<file path="config.mk">
export PLATFORM = sky130hd
export DESIGN_NAME = alu_driver
export DESIGN_NICKNAME = d
export VERILOG_FILES = /design/src/rtl/alu_driver.sv
export SDC_FILE = /design/constraint.sdc
export NUM_CORES = 1
export LEC_CHECK = 0
export CAP_MARGIN = 20
export CORE_MARGIN = 2
export CORE_UTILIZATION = 35
export DETAILED_ROUTE_END_ITERATION = 12
export PLACE_DENSITY_LB_ADDON = 0.15
export SETUP_SLACK_MARGIN = 0.02
export SLEW_MARGIN = 20
export SYNTH_ARGS = -nofsm -noshare
export SYNTH_HDL_FRONTEND = slang
export SYNTH_SLANG_ARGS = --single-unit
</file>
<file path="constraint.sdc">
create_clock -name wb_clk_i -period 1.7 [get_ports wb_clk_i]
set_input_delay 0.425 -clock wb_clk_i [delete_from_list [all_inputs] [get_ports wb_clk_i]]
set_output_delay 0.425 -clock wb_clk_i [all_outputs]
set_load 0.1 [all_outputs]
</file>
<file path="src/rtl/alu_driver.sv">
// Command/response wrapper around an external combinational 4-bit ALU: registers operands,
// waits SETTLE_CYCLES, then captures the result. Optional golden checker under `ALU_CHECK_EN`.
module alu_driver #(
    parameter int unsigned SETTLE_CYCLES = 1
) (
`ifdef USE_POWER_PINS
    inout  wire         vccd1,
    inout  wire         vssd1,
`endif
    input  logic        wb_clk_i,
    input  logic        wb_rst_i,
    input  logic        cmd_valid,
    output logic        cmd_ready,
    input  logic [3:0]  cmd_a,
    input  logic [3:0]  cmd_b,
    input  logic [1:0]  cmd_op,
    output logic        rsp_valid,
    input  logic        rsp_ready,
    output logic [3:0]  rsp_c,
    output logic        rsp_ovf,
    output logic [1:0]  rsp_op,
    output logic [3:0]  alu_a,
    output logic [3:0]  alu_b,
    output logic        alu_ctrl0,
    output logic        alu_ctrl1,
    input  logic [3:0]  alu_c,
    input  logic        alu_ovf,
    output logic        busy,
    output logic [7:0]  op_count
`ifdef ALU_CHECK_EN
    ,
    output logic        chk_err,
    output logic [7:0]  chk_err_count
`endif
);

    localparam int unsigned DATA_W = 4;
    localparam int unsigned OP_W   = 2;
    localparam int unsigned CNT_W  = 4;
    localparam int unsigned OPC_W  = 8;

    typedef enum logic [1:0] {
        S_IDLE   = 2'd0,
        S_SETTLE = 2'd1,
        S_RESP   = 2'd2
    } state_t;

    state_t              r_state;
    state_t              w_next;
    logic [CNT_W-1:0]    r_cnt;
    logic [DATA_W-1:0]   r_alu_a;
    logic [DATA_W-1:0]   r_alu_b;
    logic [OP_W-1:0]     r_op;
    logic [DATA_W-1:0]   r_rsp_c;
    logic                r_rsp_ovf;
    logic [OP_W-1:0]     r_rsp_op;
    logic [OPC_W-1:0]    r_op_count;
    logic                w_cmd_ready;
    logic                w_rsp_valid;
    logic                w_busy;
    logic                w_accept;
    logic                w_capture;
    logic                w_done;

    assign w_accept  = (r_state == S_IDLE) && cmd_valid;
    assign w_capture = (r_state == S_SETTLE) && (r_cnt == '0);
    assign w_done    = (r_state == S_RESP) && rsp_ready;

    // State register
    always_ff @(posedge wb_clk_i) begin
        if (wb_rst_i) r_state <= S_IDLE;
        else          r_state <= w_next;
    end

    // Next-state logic
    always_comb begin
        w_next = r_state;
        case (r_state)
            S_IDLE:   if (w_accept)  w_next = S_SETTLE;
            S_SETTLE: if (w_capture) w_next = S_RESP;
            S_RESP:   if (w_done)    w_next = S_IDLE;
            default:                 w_next = S_IDLE;
        endcase
    end

    // State-decoded handshake outputs
    always_comb begin
        w_cmd_ready = 1'b0;
        w_rsp_valid = 1'b0;
        w_busy      = 1'b1;
        case (r_state)
            S_IDLE: begin
                w_cmd_ready = 1'b1;
                w_busy      = 1'b0;
            end
            S_RESP:  w_rsp_valid = 1'b1;
            default: ;
        endcase
    end

    // Operand, settle counter, response and completion-count datapath
    always_ff @(posedge wb_clk_i) begin
        if (wb_rst_i) begin
            r_cnt      <= '0;
            r_alu_a    <= '0;
            r_alu_b    <= '0;
            r_op       <= '0;
            r_rsp_c    <= '0;
            r_rsp_ovf  <= 1'b0;
            r_rsp_op   <= '0;
            r_op_count <= '0;
        end else begin
            if (w_accept) begin
                r_alu_a <= cmd_a;
                r_alu_b <= cmd_b;
                r_op    <= cmd_op;
                r_cnt   <= CNT_W'(SETTLE_CYCLES - 1);
            end
            if (r_state == S_SETTLE && r_cnt != '0) begin
                r_cnt <= r_cnt - CNT_W'(1);
            end
            if (w_capture) begin
                r_rsp_c   <= alu_c;
                r_rsp_ovf <= alu_ovf;
                r_rsp_op  <= r_op;
            end
            if (w_done) begin
                r_op_count <= r_op_count + OPC_W'(1);
            end
        end
    end

`ifdef ALU_CHECK_EN
    logic [DATA_W:0]   w_golden;
    logic              r_chk_err;
    logic [OPC_W-1:0]  r_chk_cnt;

    // Reference result for the latched operands
    always_comb begin
        w_golden = '0;
        case (r_op)
            2'd0:    w_golden = {1'b0, r_alu_a} + {1'b0, r_alu_b};
            2'd1:    w_golden = {1'b0, r_alu_a} - {1'b0, r_alu_b};
            2'd2:    w_golden = {1'b0, r_alu_a & r_alu_b};
            default: w_golden = {4'b0000, r_alu_a > r_alu_b};
        endcase
    end

    always_ff @(posedge wb_clk_i) begin
        if (wb_rst_i) begin
            r_chk_err <= 1'b0;
            r_chk_cnt <= '0;
        end else if (w_capture && ({alu_ovf, alu_c} != w_golden)) begin
            r_chk_err <= 1'b1;
            if (r_chk_cnt != '1) r_chk_cnt <= r_chk_cnt + OPC_W'(1);
        end
    end

    assign chk_err       = r_chk_err;
    assign chk_err_count = r_chk_cnt;
`endif

    assign cmd_ready = w_cmd_ready;
    assign rsp_valid = w_rsp_valid;
    assign busy      = w_busy;
    assign rsp_c     = r_rsp_c;
    assign rsp_ovf   = r_rsp_ovf;
    assign rsp_op    = r_rsp_op;
    assign alu_a     = r_alu_a;
    assign alu_b     = r_alu_b;
    assign alu_ctrl0 = r_op[0];
    assign alu_ctrl1 = r_op[1];
    assign op_count  = r_op_count;

endmodule

</file>
Word-level counts from Yosys, hierarchy flattened
Cells that the tools add are included.
- $add $sub $neg: 2
- multiply operators: 0
- divide/modulo/power cells: 0
- magnitude comparators: 0
- eq/ne operators: 5
- shifts and indexed selects: 0
- muxes and demuxes: 9
- bitwise logic cells: 0
- reduce and logical (&&, ||, !) cells: 9
- operator list (cell ; count):
    adder 8 x 1 -> 8 bit (second input constant) ; 1
    two-way mux 4 bit ; 2
    two-way mux 2 bit ; 3
    != test 2 bit (second input constant) ; 3
    case mux 2 bit (3 select lines) ; 1
    logical AND 1 bit ; 4
    zero test 4 bit ; 1
    nonzero test 4 bit ; 1
    subtractor 4 x 1 -> 4 bit (second input constant) ; 1
    two-way mux 1 bit ; 3
    AND reduction 3 bit ; 1
    equality test 2 x 1 -> 1 bit (second input constant) ; 1
    equality test 2 bit (second input constant) ; 1
    zero test 2 bit ; 1
    nonzero test 2 bit ; 1
- register bits after elaboration: 31
- bits in latches: 0
- bits in writable memories: 0
- memory bits (read-only): 0
- input port bits: 19
- logic and storage cells: 34
- memories kept: 0

Longest topological paths before layout
Gate-level depths: netlist of run 1.
- depth in word-level cells: 4
- mapped depth: 6

Worst setup path after synthesis of run 1
No wires, ideal clock.
- kind: register to register
- start: register r_state[1]
- end: register r_state[1]
- setup time: 71 ps
- arrival time: 2248 ps
- required time: 1629 ps
- path slack: -619 ps
- cell stages (with the launch flop): 5
- clock period less this slack: 2319 ps
- cell sequence: dfxtp_1 buf_4 nor2b_1 a22oi_1 nor2_1
- longest elaborated chain between the ends: 4
- elaborated cells between the ends (all ways): 11
- RTL lines (element ; RTL line ; source):
    start, declared ; 48 ; state_t r_state;
    start signal, assigned ; 72 ; else r_state <= w_next;
    equality test 2 bit (tied with other cells) ; 67, 78 ;
    logical AND 1 bit, on equally long branches ; 67, 65, 66 ;
    != test 2 bit (no line) ; -- ;
    AND reduction 3 bit (no line) ; -- ;
Parallel ways exist; a longest one is shown, timed or not.
A chain may end at the register's enable or synchronous reset.

Worst setup path in the final report of run 1
- start: register r_state[1]
- end: output port cmd_ready
- longest elaborated chain between the ends: 2
- RTL lines (element ; RTL line ; source):
    zero test 2 bit ; 91 ; case (r_state)
    two-way mux 1 bit ; 91 ;
    end, declared ; 13 ; output logic cmd_ready,
No other way between the ends.

==> results.yml, run 1 <==
outcome:
  outcome: "finished clean"
synth:
  synth.largest_area_cell: "dfxtp_1"
  synth_common_cells: "dfxtp_1 (31), a21oi_1 (25), nand2_1 (22)"
  synth-edff-count: 0
  synth_top_area_share_pct: 46.49
  syn_nets: 181
  synth_area_leaders: "dfxtp_1 (46%), a21oi_1 (9.4%), nand2_1 (6.2%)"
  synth_async_sr_flop_share_pct: 0
  yosysSeqAreaShare_pct: 46.49
  ys_types: 35
  synth_cells: 160
  synth_warnings: 0
  netlist_area_mm2: 0.001335
  synth.avg_cell_area_um2: 8.344
  synthFlopType: "dfxtp_1"
  ys_seq_elements: 31
  synth_most_common_cell: "dfxtp_1"
power:
  ir_drop_mv: 0.5838
  total_leakage_power_nw: 0.8926
  p_total_w: 0.002050
  p_per_area_mw_per_mm2: 888.5
global_route:
  overflow: 0
  grt_pass1_wl_um: 5920
  grt_max_degree: 17
  grt_use_total_pct: 17.86
  grt_pass1_vias: 1312
  antenna_found_initial: 0
worst_hold_path:
  hold_class: "reg2reg"
worst_setup_path:
  critPathCaptureType: "primary output"
  critPathMaxStageDelay_ns: 0.39
  critPathSlowestCell: "dfxtp_2"
  critPathMaxFanout: 11
  worstPathBufferInverterCount: 2
  required_ns: 1.27
  crit_type: "reg2out"
  cp-start-kind: "flip-flop"
  cp_cell_sequence: "or2_4, clkinvlp_4, buf_12"
  crit_family: "flip-flops"
  timing.critical_path.arrival_ns: 1.21
  rrSetupSlack_ns: 0.17
floorplanning:
  core_mm2: 0.003661
  fp-row-count: 22
  dieHeight_um: 65.76
  start_util_pct: 36.47
  ios: 47
  die_w_um: 65.76
  dieArea_mm2: 0.004324
placed_design:
  dpl_cell_area_mm2: 0.002173
  hpwl_um: 2640
  globalplace.congestion: 0.7003
  place_ws_ns: -0.1652
  port_buffers: 46
final_layout:
  fin_nets: 233
  stdcell_area_mm2: 0.002307
  final_layout_size_suffix_gt1_share_pct: 29.11
  antenna_cells: 0
  area_growth_pct: 72.82
  finish.utilization_pct: 63.02
clock_tree:
  post_cts_buffers: 0
  clk_pin_slew_ns: 0.06
  clockBufferDepth: 2
  cts_tree: "yes"
  numCtsBuffers: 5
  htree_levels: 2
  cts_root_buf: "clkbuf_8"
  clkLatencyLatePin_ns: 0.28
  hold_buffers: 0
  cts.sinks: 31
detailed_routing:
  firstDrtPassIters: 4
  drt-total-wl_um: 3507
  drc: 0
  ant_nets: 0
  vias_per_cell: 5.123
  wl_per_cell_um: 13.44
  vias: 1337
  drt_iter0_markers: 82
sta:
  tns_ns: 0
  worst_pin_slew_ns: 0.2882
  fin_ws_ns: 0.06416
  rsz0062_at_grt: "no"
  max_freq_mhz: 611.3
  fin_crit_sh_pct: 96.23
  setup_violations: 0
  finalHoldViolCount: 0
  maxSlewViolCount: 0
  fin_skew_ns: 0.002332
  period_minus_slack_ns: 1.636
  relSlewSlack_pct: 80.79
job:
  cap_viol_max_count: 0
[path summary, 6_finish.rpt]
path,from,end,depth (start not counted)
hold reg to reg,alu_b[2],alu_b[2],2
setup reg to reg,r_cnt[0],rsp_c[2],5
hold / removal,alu_b[2],alu_b[2],2
setup / recovery,r_state[1],cmd_ready,3
[through the flow]
stage               std cells  hold slack (ns)
floorplan                 160           0.4845
global placement          253           0.4806
detailed placement        253           0.4859
CTS                       261           0.4949
global route              261           0.5097
finish                    261           0.4929
[power breakdown]
part | switching [W] | internal [W] | leakage, nW | total, W
registers | 0.0000370 | 0.000755 | 0.256 | 0.000792
clock network | 0.000271 | 0.000474 | 0.0612 | 0.000745
logic | 0.000315 | 0.000197 | 0.575 | 0.000513
total | 0.000624 | 0.00143 | 0.893 | 0.00205
[registers in the layout, indices dropped and copies added (netlist names)]
register and flops:
alu_b 4, op_count 8, rsp_op 2, r_cnt 4, r_op 2, rsp_c 4
r_state 2, alu_a 4, rsp_ovf 1
[cells by family after synthesis]
family	synth area share, %
simple gates	26.43
compound gates	16.21
mux	1.687
xor+xnor	1.312
fa+ha+maj	1.874
flops	46.49
buf+inv	5.998
[worst register-to-register path, stage by stage, from the launching register on]
cell and delay [ns]:
dfxtp_1 0.32, inv_1 0.08, ha_1 0.20, or3b_1 0.51, o21ai_0 0.22, a21oi_1 0.09
[layout make-up]
class | instances | area (µm²)
Tap cell | 48 | 60.06
Multi-Input combinational cell | 112 | 655.6
Sequential cell | 31 | 631.9
Fill cell | 296 | 1354
Clock inverter | 2 | 35.03
Inverter | 6 | 26.28
Clock buffer | 6 | 82.58
Timing Repair Buffer | 56 | 815.8
[placed cells by master, fill, tap and decap left out, drive strengths merged, types with 4 or more instances in the layout]
cell           synthesis  layout
a21oi                 25      25
buf                    6      38
clkbuf                 5       6
clkdlybuf4s50          0      18
dfxtp                 31      31
inv                    6       5
nand2                 22      22
nand3                 12      12
nor2                   7       7
nor2b                  5       5
o21ai                 11      11
or3                    4       4
[repair_timing]
action                                  4_1_cts  5_1_grt
resized for setup                             0        3
endpoints found under the setup margin        0       12
hold endpoints to repair                      0        0
[routing by layer]
layer | track usage [%] | part of all wire [%] | up-vias
met5 | 0 | 0 | -
met4 | 6.250 | 1.1 | 0
met3 | 8.733 | 9.3 | 4
met2 | 26.64 | 47 | 45
met1 | 22.23 | 42 | 629
li1 | - | - | 659
Power figures use the tool's default switching activity.
==> run 2: changes to the inputs <==
Settings changed: ABC_CLOCK_PERIOD_IN_PS from default to 1700, GPL_ROUTABILITY_DRIVEN from default to 0, MAX_ROUTING_LAYER from default to met4.
==> run 2 against run 1 <==
Compared with the run above:
- first-iteration DRC count increased by 32%
- global-route usage increased by 0.51 points
- sequential cell count unchanged
- count of clock-buffer cells in the layout unchanged
- register-to-register slack about the same
- final area unchanged
- routed wire length about the same
- sequential power about the same
- critical path depth unchanged
- total power about the same
==> results.yml, run 2 (synthesis gave the netlist of run 1 again) <==
outcome:
  outcome: "finished clean"
detailed_routing:
  drt_iter0_markers: 108
  ant_nets: 0
  firstDrtPassIters: 4
  vias: 1333
  drc: 0
  drt-total-wl_um: 3509
  vias_per_cell: 5.107
  wl_per_cell_um: 13.44
sta:
  whs_ns: 0.4929
  tns_ns: 0
  max_freq_mhz: 611.2
  fin_crit_sh_pct: 96.24
  fin_skew_ns: 0.002806
  finalHoldViolCount: 0
  rsz0062_at_grt: "no"
  fin_ws_ns: 0.06391
  period_minus_slack_ns: 1.636
  setup_violations: 0
  worst_pin_slew_ns: 0.3071
  maxSlewViolCount: 0
  relSlewSlack_pct: 79.53
worst_hold_path:
  holdPathStages: 2
  hold_class: "reg2reg"
clock_tree:
  cts_tree: "yes"
  clkLatencyLatePin_ns: 0.28
  hold_buffers: 0
  numCtsBuffers: 5
  htree_levels: 2
  clk_pin_slew_ns: 0.06
  clockBufferDepth: 2
  post_cts_buffers: 0
  cts.sinks: 31
  cts_root_buf: "clkbuf_8"
job:
  cap_viol_max_count: 0
final_layout:
  stdcell_area_mm2: 0.002307
  final_layout_size_suffix_gt1_share_pct: 29.11
  antenna_cells: 0
  final_cell_mix: "buf_12 (28), a21oi_1 (25), nand2_1 (22), dfxtp_1 (22), clkdlybuf4s50_1 (18)"
  final_common_cell: "buf_12"
  fin_nets: 233
  largest_reg_flops: 8
  n_fill_cell: 296
  area_growth_pct: 72.82
worst_setup_path:
  timing.critical_path.arrival_ns: 1.21
  cp-start-kind: "flip-flop"
  crit_type: "reg2out"
  critPathCaptureType: "primary output"
  reg2regPathDepth: 5
  rrSetupSlack_ns: 0.16
  required_ns: 1.27
  critPathMaxFanout: 11
floorplanning:
  ios: 47
  core_mm2: 0.003661
  fp-row-count: 22
  dieHeight_um: 65.76
  die_w_um: 65.76
  start_util_pct: 36.47
  dieArea_mm2: 0.004324
placed_design:
  dpl_cell_area_mm2: 0.002173
  port_buffers: 46
  place_ws_ns: -0.1652
  hpwl_um: 2640
power:
  total_leakage_power_nw: 0.8926
  p_per_area_mw_per_mm2: 888.7
  p_total_w: 0.002050
  ir_drop_mv: 0.5837
global_route:
  grt_pass1_wl_um: 5927
  overflow: 0
  antenna_found_initial: 0
  grt_use_total_pct: 18.37
  grt_pass1_vias: 1302
  grt_max_degree: 17
==> run 2: worst paths after layout <==
check / start / to
max: r_state[1] / cmd_ready
max reg2reg: r_cnt[0] / rsp_c[3]
min reg2reg: alu_b[2] / alu_b[2]
min: alu_b[2] / alu_b[2]
==> run 2: worst max-delay path, stage by stage (launching register included) <==
cell and delay, ns:
dfxtp_2 0.39, or2_4 0.29, clkinvlp_4 0.08, buf_12 0.16
==> run 2: what timing repair did <==
action	in CTS	in global routing
setup endpoints to repair	0	12
hold endpoints to repair	0	0
resized for setup	0	3
==> run 2: routing by layer <==
metal	global-route usage, %	vias to the layer above	routed length (µm)
li1	-	657	-
met2	26.64	47	1667
met4	6.250	0	28
met5	-	-	0
met1	22.34	625	1494
met3	8.733	4	319
==> run 2: power breakdown <==
group / internal (W) / leakage [nW] / switching (W)
Clock: 0.000474 / 0.0612 / 0.000272
Combinational: 0.000197 / 0.575 / 0.000315
Sequential: 0.000755 / 0.256 / 0.0000369
==> run 2: cell type report <==
type | instances | area (µm²) | share of cell area [%]
Clock buffer | 6 | 82.58 | 3.579
Multi-Input combinational cell | 112 | 655.6 | 28.42
Inverter | 6 | 26.28 | 1.139
Clock inverter | 2 | 35.03 | 1.518
Tap cell | 48 | 60.06 | 2.603
Timing Repair Buffer | 56 | 815.8 | 35.36
Sequential cell | 31 | 631.9 | 27.39
==> run 2: per-stage QoR <==
stage | instances | utilization (%)
2_1_floorplan | 160 | -
3_3_place_gp | 253 | 59.36
3_5_place_dp | 253 | 59.36
4_1_cts | 261 | 62.58
5_1_grt | 261 | 63.02
6_report | 261 | 63.02
